--- config.mk ---
export PLATFORM = sky130hd
export DESIGN_NAME = limber_gnrl_ramsp_arb
export DESIGN_NICKNAME = d
export VERILOG_FILES = /design/src/rtl/limber_gnrl_ramsp_arb.sv
export SDC_FILE = /design/constraint.sdc
export NUM_CORES = 1
export LEC_CHECK = 0
export ABC_AREA = 1
export ABC_CLOCK_PERIOD_IN_PS = 2700
export BUFFER_PORTS_ARGS = -buffer_cell sky130_fd_sc_hd__buf_4
export CELL_PAD_IN_SITES_DETAIL_PLACEMENT = 2
export CELL_PAD_IN_SITES_GLOBAL_PLACEMENT = 2
export CORE_UTILIZATION = 19
export DETAILED_ROUTE_END_ITERATION = 8
export PLACE_DENSITY_LB_ADDON = 0.1
export SETUP_SLACK_MARGIN = 0.15
export SLEW_MARGIN = 20
export SYNTH_ARGS = -nofsm -noshare
export SYNTH_HDL_FRONTEND = slang
export SYNTH_SLANG_ARGS = --single-unit
--- constraint.sdc ---
create_clock -name clk -period 2.7 [get_ports clk]
set_input_delay 0.135 -clock clk [delete_from_list [all_inputs] [get_ports clk]]
set_output_delay 0.135 -clock clk [all_outputs]
set_load 0.02 [all_outputs]
--- src/rtl/limber_gnrl_ramsp_arb.sv ---
// Two-requester arbiter in front of a single-port RAM with a combinational read path.
// Each requester has one registered response slot, and a response is valid one cycle after its request is accepted.
module limber_gnrl_ramsp_arb_rsp #(
    parameter int DW = 8
) (
    input  logic          clk,
    input  logic          rst,
    input  logic          acc,
    input  logic          we,
    input  logic [DW-1:0] ram_dout,
    input  logic          rsp_ready,
    output logic          rsp_valid,
    output logic [DW-1:0] rsp_rdata
);
    // An accept in the same cycle as a retire keeps the slot full with the new data.
    always_ff @(posedge clk) begin
        if (rst) begin
            rsp_valid <= 1'b0;
            rsp_rdata <= '0;
        end else if (acc) begin
            rsp_valid <= 1'b1;
            rsp_rdata <= we ? '0 : ram_dout;
        end else if (rsp_ready) begin
            rsp_valid <= 1'b0;
        end
    end
endmodule

module limber_gnrl_ramsp_arb #(
    parameter int DW       = 8,
    parameter int AW       = 6,
    parameter int ARB_MODE = 0
) (
    input  logic          clk,
    input  logic          rst,
    input  logic          req0_valid,
    output logic          req0_ready,
    input  logic          req0_we,
    input  logic [AW-1:0] req0_addr,
    input  logic [DW-1:0] req0_wdata,
    output logic          rsp0_valid,
    input  logic          rsp0_ready,
    output logic [DW-1:0] rsp0_rdata,
    input  logic          req1_valid,
    output logic          req1_ready,
    input  logic          req1_we,
    input  logic [AW-1:0] req1_addr,
    input  logic [DW-1:0] req1_wdata,
    output logic          rsp1_valid,
    input  logic          rsp1_ready,
    output logic [DW-1:0] rsp1_rdata,
    output logic          ram_cs,
    output logic          ram_we,
    output logic [AW-1:0] ram_addr,
    output logic [DW-1:0] ram_din,
    input  logic [DW-1:0] ram_dout
);
    logic [1:0]         req_valid, req_we, rsp_ready, rsp_valid, elig, grant;
    logic [1:0][AW-1:0] req_addr;
    logic [1:0][DW-1:0] req_wdata, rsp_rdata;
    logic               last_grant;

    assign req_valid = {req1_valid, req0_valid};
    assign req_we    = {req1_we, req0_we};
    assign req_addr  = {req1_addr, req0_addr};
    assign req_wdata = {req1_wdata, req0_wdata};
    assign rsp_ready = {rsp1_ready, rsp0_ready};

    // A requester may issue only if its response slot is empty or is draining this cycle.
    assign elig = req_valid & (~rsp_valid | rsp_ready);

    always_comb begin
        grant = '0;
        if (!rst) begin
            if (elig[0] && elig[1]) begin
                if (ARB_MODE == 1 || last_grant) grant[0] = 1'b1;
                else                             grant[1] = 1'b1;
            end else begin
                grant = elig;
            end
        end
    end

    always_ff @(posedge clk) begin
        if (rst)                         last_grant <= 1'b1;
        else if (ARB_MODE == 0 && |grant) last_grant <= grant[1];
    end

    always_comb begin
        ram_we   = 1'b0;
        ram_addr = '0;
        ram_din  = '0;
        if (grant[0]) begin
            ram_we   = req_we[0];
            ram_addr = req_addr[0];
            ram_din  = req_wdata[0];
        end else if (grant[1]) begin
            ram_we   = req_we[1];
            ram_addr = req_addr[1];
            ram_din  = req_wdata[1];
        end
    end
    assign ram_cs = |grant;

    for (genvar n = 0; n < 2; n++) begin : g_rsp
        limber_gnrl_ramsp_arb_rsp #(.DW(DW)) u_rsp (
            .clk       (clk),
            .rst       (rst),
            .acc       (grant[n]),
            .we        (req_we[n]),
            .ram_dout  (ram_dout),
            .rsp_ready (rsp_ready[n]),
            .rsp_valid (rsp_valid[n]),
            .rsp_rdata (rsp_rdata[n])
        );
    end

    assign req0_ready = grant[0];
    assign req1_ready = grant[1];
    assign rsp0_valid = rsp_valid[0];
    assign rsp1_valid = rsp_valid[1];
    assign rsp0_rdata = rsp_rdata[0];
    assign rsp1_rdata = rsp_rdata[1];
endmodule

==> results.cfg <==
[critical_path]
path_buf_inv = 2
cp_max_fo = 16
cpLargestDelayFamily = simple AND/OR/NAND/NOR gates
cp_cell_sequence = nand2_2 -> nand2_2 -> nor2_4 -> nand2_2 -> inv_2 -> nand2_1 -> o21ai_0 -> buf_4
critPathMostFrequentCell = nand2_2
end_kind = output port
reg2reg_setup_slack_ns = 1.50
crit_arrival_ns = 1.71
r2r_cells = 6
r2r_start = g_rsp[1].u_rsp.rsp_valid$_SDFFE_PP0P_
cp-start-kind = register
worst-endpoint-required_ns = 2.57
slowest_delay_ns = 0.32
r2r_end = g_rsp[1].u_rsp.rsp_rdata[2]$_SDFFE_PP0P_
path_class = register to output port
critPathSlowestCell = dfxtp_1

[floorplanning]
die_w_um = 75.35
chipHeight_um = 75.35
num_io_pins = 80
core_area_mm2 = 0.005140
rows = 26
dieArea_mm2 = 0.005678
initial_utilization_pct = 19.89

[grt]
grt_pass1_vias = 1341
grt_overflow = 0
grt_start_max_net_pins = 17
track_usage_pct = 15.20
antenna_found_initial = 0
grt_pass1_wl_um = 6568

[clock_tree]
tritoncts = built
cts_setup_buffers = 0
clockRootBuffer = clkbuf_8
cts-hold-fix-buffers = 0
cts_buffers = 3
cts.sinks = 19
htreeDepth = 1
cts-resized-gates = 0
clk_pin_slew_ns = 0.08
clk_latency_ns = 0.26
clockBufferDepth = 2

[detailed_routing]
wl_per_cell_um = 13.89
dr.first_iter.drc_count = 33
ant_nets = 0
via_per_inst = 4.255
wirelength_um = 4195
drc = 0
vias = 1285
first_pass_iters = 3

[hold_path]
holdPathStages = 3
whs_endpoint = g_rsp[1].u_rsp.rsp_rdata[0]$_SDFFE_PP0P_
hp-class = input port to register
min_from = ram_dout[0]

[sta]
final_max_slew_viol_count = 0
fin_tns_setup_ns = 0
rsz0062_at_grt = no
post-route-period-util_pct = 68.22
setup_violations = 0
min_period_ns = 1.842
relSlewSlack_pct = 81.29
hold_violations = 0
clock_skew_ns = 0.006649
worstMarginPinSlew_ns = 0.2789
max_freq_ghz = 0.5429

[logic_synthesis]
synth_commonest_cells = nand2_1 (60), dfxtp_1 (19), nand3_1 (16)
synthTopCellsByArea = dfxtp_1 (37%), nand2_1 (22%), nand3_1 (7.8%)
synth_compound_area_share_pct = 6.120
netlist_instances = 155
synthAdderAreaFrac_pct = 0
async_flop_share_pct = 0
ys_warn_count = 0
synth_cell_type_count = 19
synth_xor_area_share_pct = 0
synth_edf_count = 0
ys.flop_type = dfxtp_1
synthMuxAreaShare_pct = 0
synth.top_cell.area_share_pct = 37.21
syn-num-nets = 199
synth_seq_cells = 19
yosys.area_share.simple_pct = 46.14
synth_area_per_cell_um2 = 6.595
synth_top_family_by_area = simple AND/OR/NAND/NOR gates
synth_area_mm2 = 0.001022
yosysMostFrequentCell = nand2_1
yosys.area.top_type = dfxtp_1
ys_seq_area_share_pct = 37.21

[run]
cap_viol_max_count = 0

[layout]
layout-drive-gt1-share_pct = 40.95
syn2layout_area_growth_pct = 66.71
instances_no_fill = 302
nNetsFinal = 277
antenna_cells = 0
fillers = 658

[placement]
place_inst = 298
dpl.hpwl_um = 3463
portBuffers = 79
place_congestion = 0.7012

[power]
leakage_nw = 0.9227
power_uw = 726.2
peakVddDrop_mv = 0.2005
power_density_mw_per_mm2 = 426.1

[run_status]
status = complete, no violations
## cell families (layout without fill, tap and decap cells)
group / count (synthesis) / after routing
flops: 19 / 19
simple gates: 102 / 102
compound gates: 12 / 12
buf+inv: 22 / 99
## worst max-delay path by stage
stage | from | cells past startpoint | slack (ns) | endpoint
2_1_floorplan | g_rsp[0].u_rsp.rsp_valid$_SDFFE_PP0P_ | 6 | 1.23 | ram_we
3_3_place_gp | g_rsp[0].u_rsp.rsp_valid$_SDFFE_PP0P_ | 8 | 1.20 | ram_we
3_5_place_dp | g_rsp[0].u_rsp.rsp_valid$_SDFFE_PP0P_ | 8 | 1.12 | ram_we
4_1_cts | g_rsp[0].u_rsp.rsp_valid$_SDFFE_PP0P_ | 8 | 0.82 | ram_we
5_1_grt | g_rsp[0].u_rsp.rsp_valid$_SDFFE_PP0P_ | 8 | 0.67 | ram_we
6_report | g_rsp[0].u_rsp.rsp_valid$_SDFFE_PP0P_ | 8 | 0.86 | ram_we
## cells in the final DEF, fill, tap and decap left out, types with 2 or more instances in the layout
cell type,count
nand2_1,60
nand2_4,2
nor2_1,8
nor2_4,2
nand4_1,8
dfxtp_1,19
nand2_2,5
inv_1,12
a21oi_1,8
clkbuf_8,3
clkinv_1,2
nand3_1,16
buf_4,79
o21ai_0,3
## metrics by stage
stage	utilization, %	hold WS, ns	area, um^2	worst slack [ns]
CTS	33.15	0.1506	1704	0.8194
global placement	32.25	0.4047	1658	1.202
floorplan	-	0.2935	1022	1.227
finish	33.15	0.1518	1704	0.8580
global route	33.15	0.1755	1704	0.6653
detailed placement	32.25	0.4156	1658	1.119
## registers in the layout (all words and copies together) (netlist names)
name                   flops
g_rsp.u_rsp.rsp_valid      2
g_rsp.u_rsp.rsp_rdata     16
last_grant                 1
## report_power, final
group	internal (mW)	leakage, nW	switching (mW)
clock	0.103	0.0255	0.0959
combinational	0.0998	0.742	0.126
sequential	0.293	0.155	0.00813
## layout make-up
| cell class | count | area (um^2) | share of cell area, % |
|---|---|---|---|
| repair buffers | 79 | 593.1 | 34.80 |
| multi-input cells | 114 | 534.3 | 31.35 |
| flip-flops and latches | 19 | 380.4 | 22.32 |
| well taps | 70 | 87.58 | 5.140 |
| inverters | 16 | 62.56 | 3.671 |
| clock buffers | 3 | 41.29 | 2.423 |
| clock inverters | 1 | 5.005 | 0.2937 |
## worst reg2reg max path, delay by kind of cell (launching register included)
kind | cells | cell delay (ns)
simple gates | 6 | 0.76
flops | 1 | 0.33
## per-layer routing
layer / wire length, um / global-route usage (%) / vias to the layer above
met3: 148 / 3.307 / 2
met1: 1740 / 19.11 / 612
met4: 4 / 0.6173 / 0
met2: 2302 / 27.98 / 26
met5: 0 / 0 / -
li1: - / - / 645
No activity file was read; power rests on OpenSTA's default activity.
